<file path="src/rtl/gate_pair_tester.sv">
// Sequencer that drives the (a = ~x | y, b = x | y) gate pair through all four
// input vectors, samples each after a settle window and scores the responses.
module gate_pair_tester #(
  parameter int unsigned SETTLE = 1
) (
  input  logic       clk,
  input  logic       rst_n,
  input  logic       start,
  output logic       x,
  output logic       y,
  input  logic       a,
  input  logic       b,
  output logic       busy,
  output logic       done,
  output logic       pass,
  output logic [2:0] err_count,
  output logic [7:0] result
);

  localparam logic [3:0] SETTLE_CNT = 4'(SETTLE);

  typedef enum logic {
    IDLE,
    APPLY
  } state_t;

  state_t     state;
  logic [1:0] vec;
  logic [1:0] vec_next;
  logic [3:0] cnt;
  logic       miss;
  logic [2:0] err_next;

  // A vector with both outputs wrong still counts as a single mismatch.
  always_comb begin
    miss     = (a != (~x | y)) || (b != (x | y));
    err_next = err_count + {2'b00, miss};
    vec_next = vec + 2'd1;
  end

  always_ff @(posedge clk) begin
    if (!rst_n) begin
      state     <= IDLE;
      vec       <= '0;
      cnt       <= '0;
      x         <= 1'b0;
      y         <= 1'b0;
      busy      <= 1'b0;
      done      <= 1'b0;
      pass      <= 1'b0;
      err_count <= '0;
      result    <= '0;
    end else begin
      done <= 1'b0;
      case (state)
        IDLE: begin
          if (start) begin
            state     <= APPLY;
            vec       <= '0;
            cnt       <= '0;
            x         <= 1'b0;
            y         <= 1'b0;
            busy      <= 1'b1;
            pass      <= 1'b0;
            err_count <= '0;
            result    <= '0;
          end
        end
        APPLY: begin
          // The load edge counts as the first of the SETTLE+1 hold cycles.
          if (cnt == SETTLE_CNT) begin
            cnt                     <= '0;
            result[{vec, 1'b0} +: 2] <= {a, b};
            err_count               <= err_next;
            if (vec == 2'd3) begin
              state <= IDLE;
              busy  <= 1'b0;
              done  <= 1'b1;
              pass  <= (err_next == 3'd0);
            end else begin
              vec <= vec_next;
              x   <= vec_next[1];
              y   <= vec_next[0];
            end
          end else begin
            cnt <= cnt + 4'd1;
          end
        end
        default: state <= IDLE;
      endcase
    end
  end

endmodule

</file>
<file path="config.mk">
export PLATFORM = sky130hd
export DESIGN_NAME = gate_pair_tester
export DESIGN_NICKNAME = d
export VERILOG_FILES = /design/src/rtl/gate_pair_tester.sv
export SDC_FILE = /design/constraint.sdc
export NUM_CORES = 1
export LEC_CHECK = 0
export ABC_AREA = 1
export BUFFER_PORTS_ARGS = -buffer_cell sky130_fd_sc_hd__buf_2
export CAP_MARGIN = 0
export CORE_MARGIN = 2
export CORE_UTILIZATION = 50
export DETAILED_ROUTE_END_ITERATION = 8
export GPL_ROUTABILITY_DRIVEN = 0
export PLACE_DENSITY_LB_ADDON = 0.15
export SLEW_MARGIN = 10
export SYNTH_ARGS = -nofsm -noshare
export SYNTH_HDL_FRONTEND = slang
export SYNTH_SLANG_ARGS = --single-unit
</file>
<file path="constraint.sdc">
create_clock -name clk -period 2.5 [get_ports clk]
set_input_delay 0.375 -clock clk [delete_from_list [all_inputs] [get_ports clk]]
set_output_delay 0.375 -clock clk [all_outputs]
set_load 0.05 [all_outputs]
</file>
==> flow_metrics.tcl, run 1 <==
set metrics [dict create \
    run_status "finished, final reports clean" \
    synth-async-reset-ratio_pct 0 \
    yosys_register_bits 21 \
    area_delta_synth_final_pct 13.3 \
    setup_violations 0 \
    yosysTopAreaCell "dfxtp_1" \
    critPathSlowestCell "dfxtp_1" \
    cts.sinks 21 \
    switching_share_pct 35.2 \
    relSlewSlack_pct 70.6 \
    nets 202 \
    rsz0062_at_grt "no" \
    critPathKind "reg -> reg" \
    period_needed_ns 2.18 \
    crit_arrival_ns 2.43 \
    end_kind "flop" \
    synth_top_area_share_pct 36.4 \
    clockBufferDepth 2 \
    internal_power_mw 0.466 \
    path_buf_inv 1 \
    pin_count 21 \
    grt_max_degree 16 \
    holdCritPathClass "in -> reg" \
    tightest_slew_ns 0.441 \
    htreeDepth 1 \
    grt_overflow 0 \
    ctsResizeCount 0 \
    dp.final_hpwl_um 1830 \
    p_switching_mw 0.253 \
    total_leakage_power_nw 0.662 \
    crit_chain "inv_1, ha_1, or2_2, nand4_1, ha_1, ha_1, nor3_1, nand2_1, nand2_1, nand2_1, nor2_1" \
    cts_buffers 3 \
    avgSynthCellArea_um2 7.04 \
    clkTransAtPathRegs_ns 0.12 \
    coreArea_mm2 0.00219 \
    slew_violations 0 \
    required_ns 2.75 \
    yosysSeqAreaShare_pct 36.4 \
    worstSkewPairLatency_ns 0.30 \
    cts_tree "done" \
    fin_crit_sh_pct 87.2 \
    cts_setup_buffers 0 \
    seqPwrFrac_pct 51.4 \
    tns_ns 0 \
    synth_cells 164 \
    synth_most_common_cell "nand2_1" \
    synthTopCellsByCount "nand2_1 (37), nor2_1 (27), dfxtp_1 (21)" \
    start_util_pct 52.7 \
    fin_worst_skew_ns 0.00494 \
    io_buffers 20 \
    clock-root-buffer "clkbuf_4" \
    num_rows 17 \
    crit_family "simple AND/OR/NAND/NOR gates" \
    die-area_mm2 0.00271 \
    cp_slowest_stage_delay_ns 0.48 \
    fin_util_pct 59.7 \
    synth_area_leaders "dfxtp_1 (36%), nand2_1 (12%), ha_1 (9.8%)" \
    drive_above_1_share_pct 19.8 \
    wl_um 2390 \
    syn-num-nets 178 \
    syn_area_mm2 0.00115 \
    postRouteAntennaNets 0 \
    grt_usage_pct 20.4 \
    grt_first_pass_wirelength_um 4160 \
    start_kind "flop" \
    p_comb_share_pct 25.9 \
    pwr-share-clk_pct 22.7 \
    die_h_um 52.1 \
    antenna_found_initial 0 \
    yosysUniqueCellTypes 23 \
    wire_per_inst_um 11.1 \
    ir_worst_vdd_mv 0.435 \
    fmaxAchievable_mhz 459 \
    die_w_um 52.1 \
    grt_pass1_vias 1001 \
    synth_ff_type "dfxtp_1" \
    cp_max_fo 7 \
    drt_iter0_drc 21 \
    ctsHoldBuffers 0 \
    ys_warn_count 0 \
    hold_viol 0 \
    drcViolationCount 0 \
    synth_edf_count 0 \
    power_density_mw_per_mm2 549 \
    drv_cap 0 \
    drt_first_pass_iters 4 \
    vias 1079 \
    viasPerCell 5.02 \
    diodes 0 \
]
-- kinds of logic (layout without fill, tap and decap cells) --
family	count (synthesis)	count (layout)	share of synthesized area, %
XOR/XNOR	2	2	1.52
buffers and inverters	19	42	6.93
AND/OR/NAND/NOR	95	95	37.2
adder cells (fa/ha/maj)	9	9	9.75
flip-flops	21	21	36.4
AO/OA/AOI/OAI	18	18	8.23
-- final cells by class --
| type | instances | area [um^2] |
|---|---|---|
| clock buffer | 3 | 22.5 |
| clock inverter | 1 | 5.00 |
| fill | 225 | 882 |
| inverter | 17 | 63.8 |
| sequential | 21 | 420 |
| tap | 28 | 35.0 |
| timing repair buffer | 21 | 108 |
| multi-input combinational | 124 | 654 |
-- worst reg2reg max path: stages, from the launching register on --
cell and delay, ns:
dfxtp_1 0.48, inv_1 0.17, ha_1 0.28, or2_2 0.29, nand4_1 0.08, ha_1 0.15, ha_1 0.24, nor3_1 0.19
nand2_1 0.07, nand2_1 0.07, nand2_1 0.04, nor2_1 0.08
-- worst paths after layout --
kind / to / cells after the start / slack, ns / start
worst max-delay path: pass$_SDFFE_PN0P_ / 11 / 0.32 / vec[0]$_SDFFE_PN0P_
worst min-delay path: cnt[3]$_SDFFE_PN0P_ / 4 / 0.38 / start
worst max register to register: pass$_SDFFE_PN0P_ / 11 / 0.32 / vec[0]$_SDFFE_PN0P_
worst min register to register: busy$_SDFFE_PN0P_ / 2 / 0.47 / busy$_SDFFE_PN0P_
-- state kept, by name (all words and copies together) (netlist names) --
register / flops
busy: 1
cnt: 4
done: 1
err_count: 3
pass: 1
result: 8
state: 1
vec: 2
-- per-stage QoR --
step           hold slack, ns  total power [mW]  cell area, um^2  setup slack, ns  std cells
2_1_floorplan           0.477             0.523             1150            0.131        164
3_3_place_gp            0.453             0.559             1280            0.473        211
3_5_place_dp            0.453             0.563             1280            0.378        211
4_1_cts                 0.368             0.727             1310            0.324        215
5_1_grt                 0.368             0.759             1310           0.0783        215
6_report                0.380             0.719             1310            0.320        215
-- power by group through the flow --
stage / logic (mW) / clock network (mW) / registers, mW
final: 0.187 / 0.163 / 0.369
after global routing: 0.208 / 0.179 / 0.373
after CTS: 0.187 / 0.170 / 0.369
after detailed placement: 0.186 / 0 / 0.377
after global placement: 0.184 / 0 / 0.376
after floorplan: 0.0955 / 0 / 0.427
-- layer usage --
metal	track usage [%]	up-vias	wire length, um
met1	25.0	485	1110
li1	-	567	-
met3	2.59	5	86
met4	8.77	0	38
met5	0	-	0
met2	35.4	22	1150
-- layout by cell type, fill, tap and decap left out --
| cell type | synthesis | layout |
|---|---|---|
| nand2_1 | 37 | 37 |
| nor2_1 | 27 | 27 |
| dfxtp_1 | 21 | 21 |
| buf_2 | 1 | 20 |
| inv_1 | 17 | 17 |
| a21oi_1 | 12 | 12 |
| nand3_1 | 12 | 12 |
| ha_1 | 9 | 9 |
| nand2_2 | 6 | 6 |
| o21ai_0 | 4 | 4 |
| nand4_1 | 3 | 3 |
| nor3_1 | 3 | 3 |
| clkbuf_4 | 0 | 3 |
| or2_2 | 2 | 2 |
| nor2_4 | 1 | 1 |
| nor2_2 | 1 | 1 |
| o21a_1 | 1 | 1 |
| or2_1 | 1 | 1 |
| nand3_2 | 1 | 1 |
| nand2_4 | 1 | 1 |
| xor2_1 | 1 | 1 |
| xnor2_1 | 1 | 1 |
| o21bai_1 | 1 | 1 |
| clkinv_2 | 0 | 1 |
| buf_4 | 0 | 1 |
(Power assumes the default switching activity.)
==> run 2: changes to the inputs <==
--- a/config.mk
+++ b/config.mk
@@ -7,9 +7,11 @@
 export LEC_CHECK = 0
 export ABC_AREA = 1
 export BUFFER_PORTS_ARGS = -buffer_cell sky130_fd_sc_hd__buf_2
-export CAP_MARGIN = 0
+export CELL_PAD_IN_SITES_DETAIL_PLACEMENT = 0
+export CELL_PAD_IN_SITES_GLOBAL_PLACEMENT = 1
+export CORE_ASPECT_RATIO = 2
 export CORE_MARGIN = 2
-export CORE_UTILIZATION = 50
+export CORE_UTILIZATION = 38
 export DETAILED_ROUTE_END_ITERATION = 8
 export GPL_ROUTABILITY_DRIVEN = 0
 export PLACE_DENSITY_LB_ADDON = 0.15
==> flow_metrics.tcl, run 2 (synthesized netlist as in run 1, its figures left out) <==
set metrics [dict create \
    period_needed_ns 2.14 \
    fin_util_pct 44.9 \
    grt_usage_pct 16.4 \
    use_met2_pct 31.7 \
    cts.sinks 21 \
    die_h_um 82.0 \
    cts_setup_buffers 0 \
    cts_buffers 3 \
    drv_cap 0 \
    start_util_pct 39.2 \
    start_kind "flop" \
    top_regs "result (8), cnt (4), err_count (3)" \
    final_common_cell "nand2_1" \
    ctsResizeCount 0 \
    stdcell_area_mm2 0.00132 \
    vias 1080 \
    clockBufferDepth 2 \
    top_register "result" \
    relSlewSlack_pct 58.2 \
    clkTransAtPathRegs_ns 0.08 \
    busiest_layer "met2" \
    dp.final_hpwl_um 2080 \
    end_kind "flop" \
    place_area_mm2 0.00128 \
    die-area_mm2 0.00352 \
    hold_viol 0 \
    die_w_um 43.0 \
    drive_above_1_share_pct 19.4 \
    tightest_slew_ns 0.626 \
    ctsHoldBuffers 0 \
    crit_arrival_ns 2.34 \
    dp_cells 212 \
    htreeDepth 1 \
    drt_iter0_drc 29 \
    viasPerCell 5.00 \
    slew_violations 0 \
    wire_per_inst_um 12.1 \
    run_status "finished, final reports clean" \
    nets 201 \
    worstSkewPairLatency_ns 0.26 \
    seqCellArea_um2 420 \
    drcViolationCount 0 \
    drt_first_pass_iters 4 \
    grt_max_degree 16 \
    largest_reg_flops 8 \
    wl_um 2620 \
    grt_pass1_vias 1030 \
    fin_crit_sh_pct 85.7 \
    fin_worst_skew_ns 0.00434 \
    io_buffers 20 \
    layout.cells.non_filler 216 \
    mostFrequentLayoutCells "nand2_1 (37), nor2_1 (27), dfxtp_1 (21)" \
    grt_overflow 0 \
    required_ns 2.70 \
    multi_input_area_um2 654 \
    holdCritPathClass "in -> reg" \
    nFillCells 340 \
    grt_first_pass_wirelength_um 4350 \
    postRouteAntennaNets 0 \
    cts_tree "done" \
    cp_max_fo 7 \
    power_density_mw_per_mm2 584 \
    num_rows 28 \
    gr-usage-met3_pct 1.98 \
    coreArea_mm2 0.00294 \
    area_delta_synth_final_pct 14.5 \
    clock-root-buffer "clkbuf_8" \
    tns_ns 0 \
    ir_worst_vdd_mv 0.300 \
    setup_violations 0 \
    antenna_found_initial 0 \
    pin_count 21 \
    met1_usage_pct 16.1 \
    rsz0062_at_grt "no" \
    diodes 0 \
    fmaxAchievable_mhz 467 \
    total_leakage_power_nw 0.665 \
    critPathKind "reg -> reg" \
]
run 2: area by class of cell:
class                           count  area share (%)
Multi-Input combinational cell    124            49.5
Sequential cell                    21            31.8
Timing Repair Buffer               20            7.57
Inverter                           17            4.82
Clock buffer                        3            3.12
Tap cell                           30            2.84
Clock inverter                      1           0.378
run 2: worst paths after layout:
| path | from | endpoint | slack (ns) | cells past startpoint |
|---|---|---|---|---|
| max reg2reg | vec[0]$_SDFFE_PN0P_ | pass$_SDFFE_PN0P_ | 0.36 | 11 |
| min | start | cnt[3]$_SDFFE_PN0P_ | 0.43 | 4 |
| max | vec[0]$_SDFFE_PN0P_ | pass$_SDFFE_PN0P_ | 0.36 | 11 |
| min reg2reg | busy$_SDFFE_PN0P_ | busy$_SDFFE_PN0P_ | 0.46 | 2 |
run 2: report_power, final:
group	internal (mW)	switching (mW)	leakage (nW)
registers	0.353	0.0177	0.172
logic	0.0512	0.132	0.468
clock network	0.111	0.108	0.0255
total	0.515	0.257	0.665
run 2: routing by layer:
metal	vias up	wire [um]
li1	564	-
met1	488	1040
met2	21	1430
met3	7	65
met4	0	92
met5	-	0
run 2: through the flow:
stage | setup slack, ns | hold slack, ns | power [mW]
6_report | 0.358 | 0.430 | 0.773
5_1_grt | 0.158 | 0.444 | 0.818
4_1_cts | 0.357 | 0.425 | 0.790
3_5_place_dp | 0.372 | 0.452 | 0.564
3_3_place_gp | 0.447 | 0.452 | 0.562
2_1_floorplan | 0.131 | 0.477 | 0.523
run 2: critical path, cell delays in order (launching register included):
cell and delay (ns):
dfxtp_1 0.45, inv_1 0.16, ha_1 0.25, or2_2 0.29
nand4_1 0.08, ha_1 0.15, ha_1 0.23, nor3_1 0.21
nand2_1 0.08, nand2_1 0.07, nand2_1 0.04, nor2_1 0.07
